==> config.mk <==
export PLATFORM = sky130hd
export DESIGN_NAME = ppt_sequencer
export DESIGN_NICKNAME = d
export VERILOG_FILES = /design/src/rtl/ppt_sequencer.sv
export SDC_FILE = /design/constraint.sdc
export NUM_CORES = 1
export LEC_CHECK = 0
export CELL_PAD_IN_SITES_DETAIL_PLACEMENT = 0
export CELL_PAD_IN_SITES_GLOBAL_PLACEMENT = 1
export CORE_AREA = 2 2 155 119
export CTS_BUF_LIST = sky130_fd_sc_hd__clkbuf_4 sky130_fd_sc_hd__clkbuf_8 sky130_fd_sc_hd__clkbuf_16
export CTS_CLUSTER_DIAMETER = 30
export DETAILED_ROUTE_END_ITERATION = 12
export DIE_AREA = 0 0 157 121
export PLACE_DENSITY = 0.89
export SYNTH_ARGS = -nofsm -noshare
export SYNTH_HDL_FRONTEND = slang
export SYNTH_SLANG_ARGS = --single-unit
==> constraint.sdc <==
create_clock -name clk -period 4.8 [get_ports clk]
set_input_delay 0.96 -clock clk [delete_from_list [all_inputs] [get_ports clk]]
set_output_delay 0.96 -clock clk [all_outputs]
set_load 0.05 [all_outputs]
==> src/rtl/ppt_sequencer.sv <==
// ppt_sequencer: firing sequencer for the pulsed plasma thruster.
// It captures the run configuration at start, divides the clock into ticks,
// counts ticks into firing periods, drives the registered fire output,
// and reports completed firings and sticky completion back to the register map.
module ppt_sequencer (
    input  logic        clk,
    input  logic        rst,
    input  logic [4:0]  clk_div,
    input  logic [15:0] period,
    input  logic [15:0] width,
    input  logic [15:0] count,
    input  logic        run_ppt,
    output logic        fire,
    output logic        busy,
    output logic [15:0] count_done,
    output logic        done
);

    typedef enum logic [1:0] {
        S_IDLE = 2'd0,
        S_RUN  = 2'd1,
        S_DONE = 2'd2
    } state_t;

    state_t      state, state_next;

    // Configuration captured at the start edge; later input changes are ignored.
    logic [4:0]  clk_div_s, clk_div_s_next;
    logic [15:0] period_s, period_s_next;
    logic [15:0] width_s, width_s_next;
    logic [15:0] count_s, count_s_next;

    logic [31:0] prescaler, prescaler_next;
    logic [15:0] pcnt, pcnt_next;

    logic        fire_next;
    logic        busy_next;
    logic [15:0] count_done_next;
    logic        done_next;

    logic [31:0] tick_mask;
    logic        tick;
    logic [15:0] period_last;
    logic [15:0] count_done_inc;

    // A tick fires whenever the low (clk_div_s+1) prescaler bits are all ones.
    // Shifting ...FE left and inverting gives a mask that saturates cleanly at clk_div_s=31.
    assign tick_mask      = ~(32'hFFFF_FFFE << clk_div_s);
    assign tick           = ((prescaler & tick_mask) == tick_mask);
    // period=0 is treated as a one-tick period.
    assign period_last    = (period_s == 16'd0) ? 16'd0 : (period_s - 16'd1);
    assign count_done_inc = count_done + 16'd1;

    // Next-state and next-register logic; every target gets its hold value first.
    always_comb begin
        state_next      = state;
        clk_div_s_next  = clk_div_s;
        period_s_next   = period_s;
        width_s_next    = width_s;
        count_s_next    = count_s;
        prescaler_next  = prescaler;
        pcnt_next       = pcnt;
        busy_next       = busy;
        count_done_next = count_done;
        done_next       = done;

        case (state)
            S_IDLE: begin
                if (run_ppt) begin
                    clk_div_s_next  = clk_div;
                    period_s_next   = period;
                    width_s_next    = width;
                    count_s_next    = count;
                    prescaler_next  = 32'd0;
                    pcnt_next       = 16'd0;
                    count_done_next = 16'd0;
                    if (count == 16'd0) begin
                        // Nothing to fire: complete immediately.
                        state_next = S_DONE;
                        busy_next  = 1'b0;
                        done_next  = 1'b1;
                    end else begin
                        state_next = S_RUN;
                        busy_next  = 1'b1;
                        done_next  = 1'b0;
                    end
                end
            end
            S_RUN: begin
                if (!run_ppt) begin
                    // Abort: keep the partial count, leave done clear.
                    state_next = S_IDLE;
                    busy_next  = 1'b0;
                end else begin
                    prescaler_next = prescaler + 32'd1;
                    if (tick) begin
                        if (pcnt == period_last) begin
                            pcnt_next       = 16'd0;
                            count_done_next = count_done_inc;
                            if (count_done_inc == count_s) begin
                                state_next = S_DONE;
                                busy_next  = 1'b0;
                                done_next  = 1'b1;
                            end
                        end else begin
                            pcnt_next = pcnt + 16'd1;
                        end
                    end
                end
            end
            S_DONE: begin
                // Wait for the run request to drop so a new run needs a fresh rising level.
                if (!run_ppt) begin
                    state_next = S_IDLE;
                end
            end
            default: begin
                state_next = S_IDLE;
                busy_next  = 1'b0;
            end
        endcase

        // Fire is a pure function of where the sequencer will be after this edge.
        fire_next = (state_next == S_RUN) && (pcnt_next < width_s_next);
    end

    // State and datapath registers with asynchronous reset to the idle values.
    always_ff @(posedge clk or posedge rst) begin
        if (rst) begin
            state      <= S_IDLE;
            clk_div_s  <= 5'd0;
            period_s   <= 16'd0;
            width_s    <= 16'd0;
            count_s    <= 16'd0;
            prescaler  <= 32'd0;
            pcnt       <= 16'd0;
            fire       <= 1'b0;
            busy       <= 1'b0;
            count_done <= 16'd0;
            done       <= 1'b0;
        end else begin
            state      <= state_next;
            clk_div_s  <= clk_div_s_next;
            period_s   <= period_s_next;
            width_s    <= width_s_next;
            count_s    <= count_s_next;
            prescaler  <= prescaler_next;
            pcnt       <= pcnt_next;
            fire       <= fire_next;
            busy       <= busy_next;
            count_done <= count_done_next;
            done       <= done_next;
        end
    end

endmodule

==> metrics.md <==
| Metric | Value |
|---|---|
| Run status | `complete, no violations` |
| Reg-to-Reg End | `fire` |
| Worst min-delay path class | `flip-flop to flip-flop` |
| Final HPWL DP | `14900 um` |
| Chip height | `~120 um` |
| Post-route setup slack | `0.263 ns` |
| EDFF count, synth | `0` |
| Core Area | `17400 um2` |
| CP Max Fanout | `10` |
| Gpl congestion | `0.913` |
| CP cell instances | `buf_4 > nor3_4 > buf_4 > nand4_1 > or4b_2 > nand3_1 > and4_1 > and4b_2 > nand3_4 > and4_1 > o22a_1 > ha_1 > a21o_1 > a21o_1 > a21oi_1 > o22ai_1 > a2111oi_2 > o21ai_1 > a31oi_1` |
| Total grt overflow | `0` |
| Vias per cell | `5.73` |
| Total GRT Usage | `22.7%` |
| Seq/Total Area, Yosys | `39.5%` |
| Area of the multi-input gates | `4320 um2` |
| Most frequent cells in the layout | `121 x dfrtp_1, 74 x clkdlybuf4s50_1, 69 x nor2_1` |
| Commonest non-fill, non-tap cell in the layout | `dfrtp_1` |
| Setup TNS | `0 ns` |
| #FFs+latches synth | `122` |
| PD cells | `345 nW/um2` |
| Clock buffer depth | `2` |
| Root buf cell | `clkbuf_16` |
| Fmax | `220 MHz` |
| Ys Warns | `0` |
| Relative slew slack | `39.3%` |
| Syn Nets | `around 940` |
| Critical Path Sink | `fire` |
| First-pass GRT wire length | `roughly 33000 um` |
| Area grow syn2layout | `22.0%` |
| Met3 GRT Util | `5.25%` |
| First-pass DRT Iterations | `6` |
| Layout fillers | `1544` |
| Worst-path clk slew | `0.07 ns` |
| Cells on worst reg2reg path | `19` |
| VDD IR-drop max | `between 150 and 200 uV` |
| GRT busiest layer | `met1` |
| Final Hold Viols | `0` |
| CTS tree | `yes` |
| P_leak | `between 3 and 4 nW` |
| Worst R2R Start | `period_s[2]` |
| Drt wl/cell | `approximately 17 um` |
| H-tree Lvls | `4` |
| Mapped Cells | `867` |
| Asr flop ratio synth | `100%` |
| Area of the mapped netlist | `7720 um2` |
| Critical path's largest stage delay | `0.67 ns` |
| Diodes inserted | `0` |
| RSZ-0062 raised after global routing | `no` |
| Crit path capture type | `flip-flop` |
| DIE AREA | `19000 um2` |
| Clk_lat worst skew | `0.44 ns` |
| Final period util | `between 90% and 100%` |
| Starting DRT DRC Count | `775` |
| Main flop type after synthesis | `dfrtp_1` |
| Largest net degree at the start of global routing | `72` |
| Min Tclk post-route | `4.54 ns` |
| Die X | `around 160 um` |
| Final wirelength | `~21000 um` |
| Crit path DAT | `4.90 ns` |
| Share of layout cells above drive strength 1 | `a little under an eighth` |
| TritonCTS Buffers | `17` |
| Crit path kind | `flip-flop to flip-flop` |
| Crit path launch | `period_s[2]` |
| Routed vias | `just under 7000` |
| M2 GR Usage | `between 20 and 30%` |
| Worst Max-Slew Pin Slew | `a little over 0.9 ns` |
| Average size of a mapped cell | `roughly 8.9 um2` |
| Initial antenna violation count | `0` |
| CP Data Required Time | `between 5 and 6 ns` |
| Post-synth cell types | `66` |
| Nets@finish | `1016` |
| I/O Buffers | `74` |
| IO Count | `75` |
| Final setup fails | `0` |
| Met1 Use GR | `37.3%` |
| # DRC | `0` |
| Worst Skew | `0.0159 ns` |
| Remaining antenna violation count | `0` |
| Number of global-route vias before repair | `a little over 6000` |
| Register area | `just over 3000 um2` |
| Setup crit start kind | `flip-flop` |
| Final slew viol count | `0` |
| Worst slack at placement | `~0.16 ns` |
| Rows | `between 40 and 50` |
| R2R Setup Slk | `0.26 ns` |
| Starting Density | `44.4%` |
| Max-cap violation count | `0` |
| Max stage delay cell, worst path | `or4b_2` |
| TritonCTS sink count | `122` |
## cell type report
class / count / share of cell area, %
clock buffers: 17 / 4.52
clock inverters: 15 / 1.58
inverters: 52 / 2.10
multi-input cells: 645 / 45.8
flip-flops and latches: 122 / 32.4
well taps: 242 / 3.22
repair buffers: 103 / 10.3
## worst min path at each step
stage / end / startpoint / cells after the start / slack, ns
floorplan: width_s[10] / width_s[10] / 2 / 0.45
global placement: width_s[1] / width_s[1] / 2 / 0.48
detailed placement: width_s[10] / width_s[10] / 2 / 0.48
CTS: width_s[10] / width_s[10] / 2 / 0.50
global route: width_s[10] / width_s[10] / 2 / 0.51
finish: width_s[10] / width_s[10] / 2 / 0.50
## timing repair
item / CTS / global route
buffers inserted: 0 / 3
hold buffers: 0 / 0
resized for setup: 0 / 9
endpoints found under the setup margin: 0 / 1
## synth_stat cells (8+ instances only)
| cell type | instances | area [um2] |
|---|---|---|
| nor4_1 | 23 | 144 |
| o22ai_1 | 8 | 50.1 |
| nand2_1 | 68 | 255 |
| inv_1 | 51 | 191 |
| nor3_1 | 31 | 155 |
| ha_1 | 19 | 238 |
| xor2_1 | 28 | 245 |
| and4_1 | 8 | 70.1 |
| dfrtp_1 | 122 | 3050 |
| a21o_1 | 10 | 75.1 |
| and3_1 | 13 | 81.3 |
| a21oi_1 | 21 | 105 |
| nand3_1 | 33 | 165 |
| nand2b_1 | 8 | 50.1 |
| or3_1 | 9 | 56.3 |
| clkbuf_1 | 42 | 158 |
| mux2i_1 | 20 | 200 |
| nor2_1 | 70 | 263 |
| o21ai_0 | 68 | 340 |
| mux2_2 | 32 | 360 |
| xnor2_1 | 39 | 342 |
| nand4_1 | 31 | 194 |
| a31oi_1 | 13 | 81.3 |
## through the flow
stage	std cells	power (W)	hold slack (ns)	utilization, %	instance area, um2
final	1196	0.00325	0.502	54.1	9420
after global routing	1196	0.00342	0.512	54.1	9420
after CTS	1193	0.00325	0.500	53.8	9360
after detailed placement	1161	0.00197	0.482	50.5	8790
after global placement	1161	0.00197	0.477	50.5	8790
after floorplan	867	0.00174	0.453	-	7720
## flip-flops by register name, indices dropped and copies added, names as in the netlist
register,count
fire,1
width_s,16
done,1
clk_div_s,5
state,2
pcnt,16
count_s,16
busy,1
period_s,16
count_done,16
prescaler,32
## power breakdown
part | internal (W) | switching, W | total (W)
sequential | 0.00114 | 0.000129 | 0.00127
clock | 0.000729 | 0.000539 | 0.00127
combinational | 0.000332 | 0.000382 | 0.000714
## per-layer routing
layer  vias up  share of wire (%)  routed length (um)
met3        16                7.7                1570
met1      3294                 52               10700
met2       249                 39                8010
met4         0               0.98                 202
met5         -                  0                   0
li1       3292                  -                   -
## worst max-delay path: cells and delay by family, from the launching register on
family | cells | cell delay (ns)
AOI/OAI and AO/OA | 8 | 1.45
adders and majority gates | 1 | 0.29
buffers and inverters | 2 | 0.36
DFF | 1 | 0.40
and+or+nand+nor | 8 | 1.98
## cell families (layout without fill, tap and decap cells)
kind of cell | Yosys count | count (layout) | synth area share [%]
xor gates and xnor gates | 67 | 67 | 7.60
and+or+nand+nor | 333 | 333 | 23.1
muxes | 52 | 52 | 7.26
adders and majority gates | 19 | 19 | 3.08
buffers and inverters | 100 | 187 | 5.07
DFF | 122 | 122 | 39.5
AOI/OAI and AO/OA | 174 | 174 | 14.4
No activity file was read; power rests on OpenSTA's default activity.
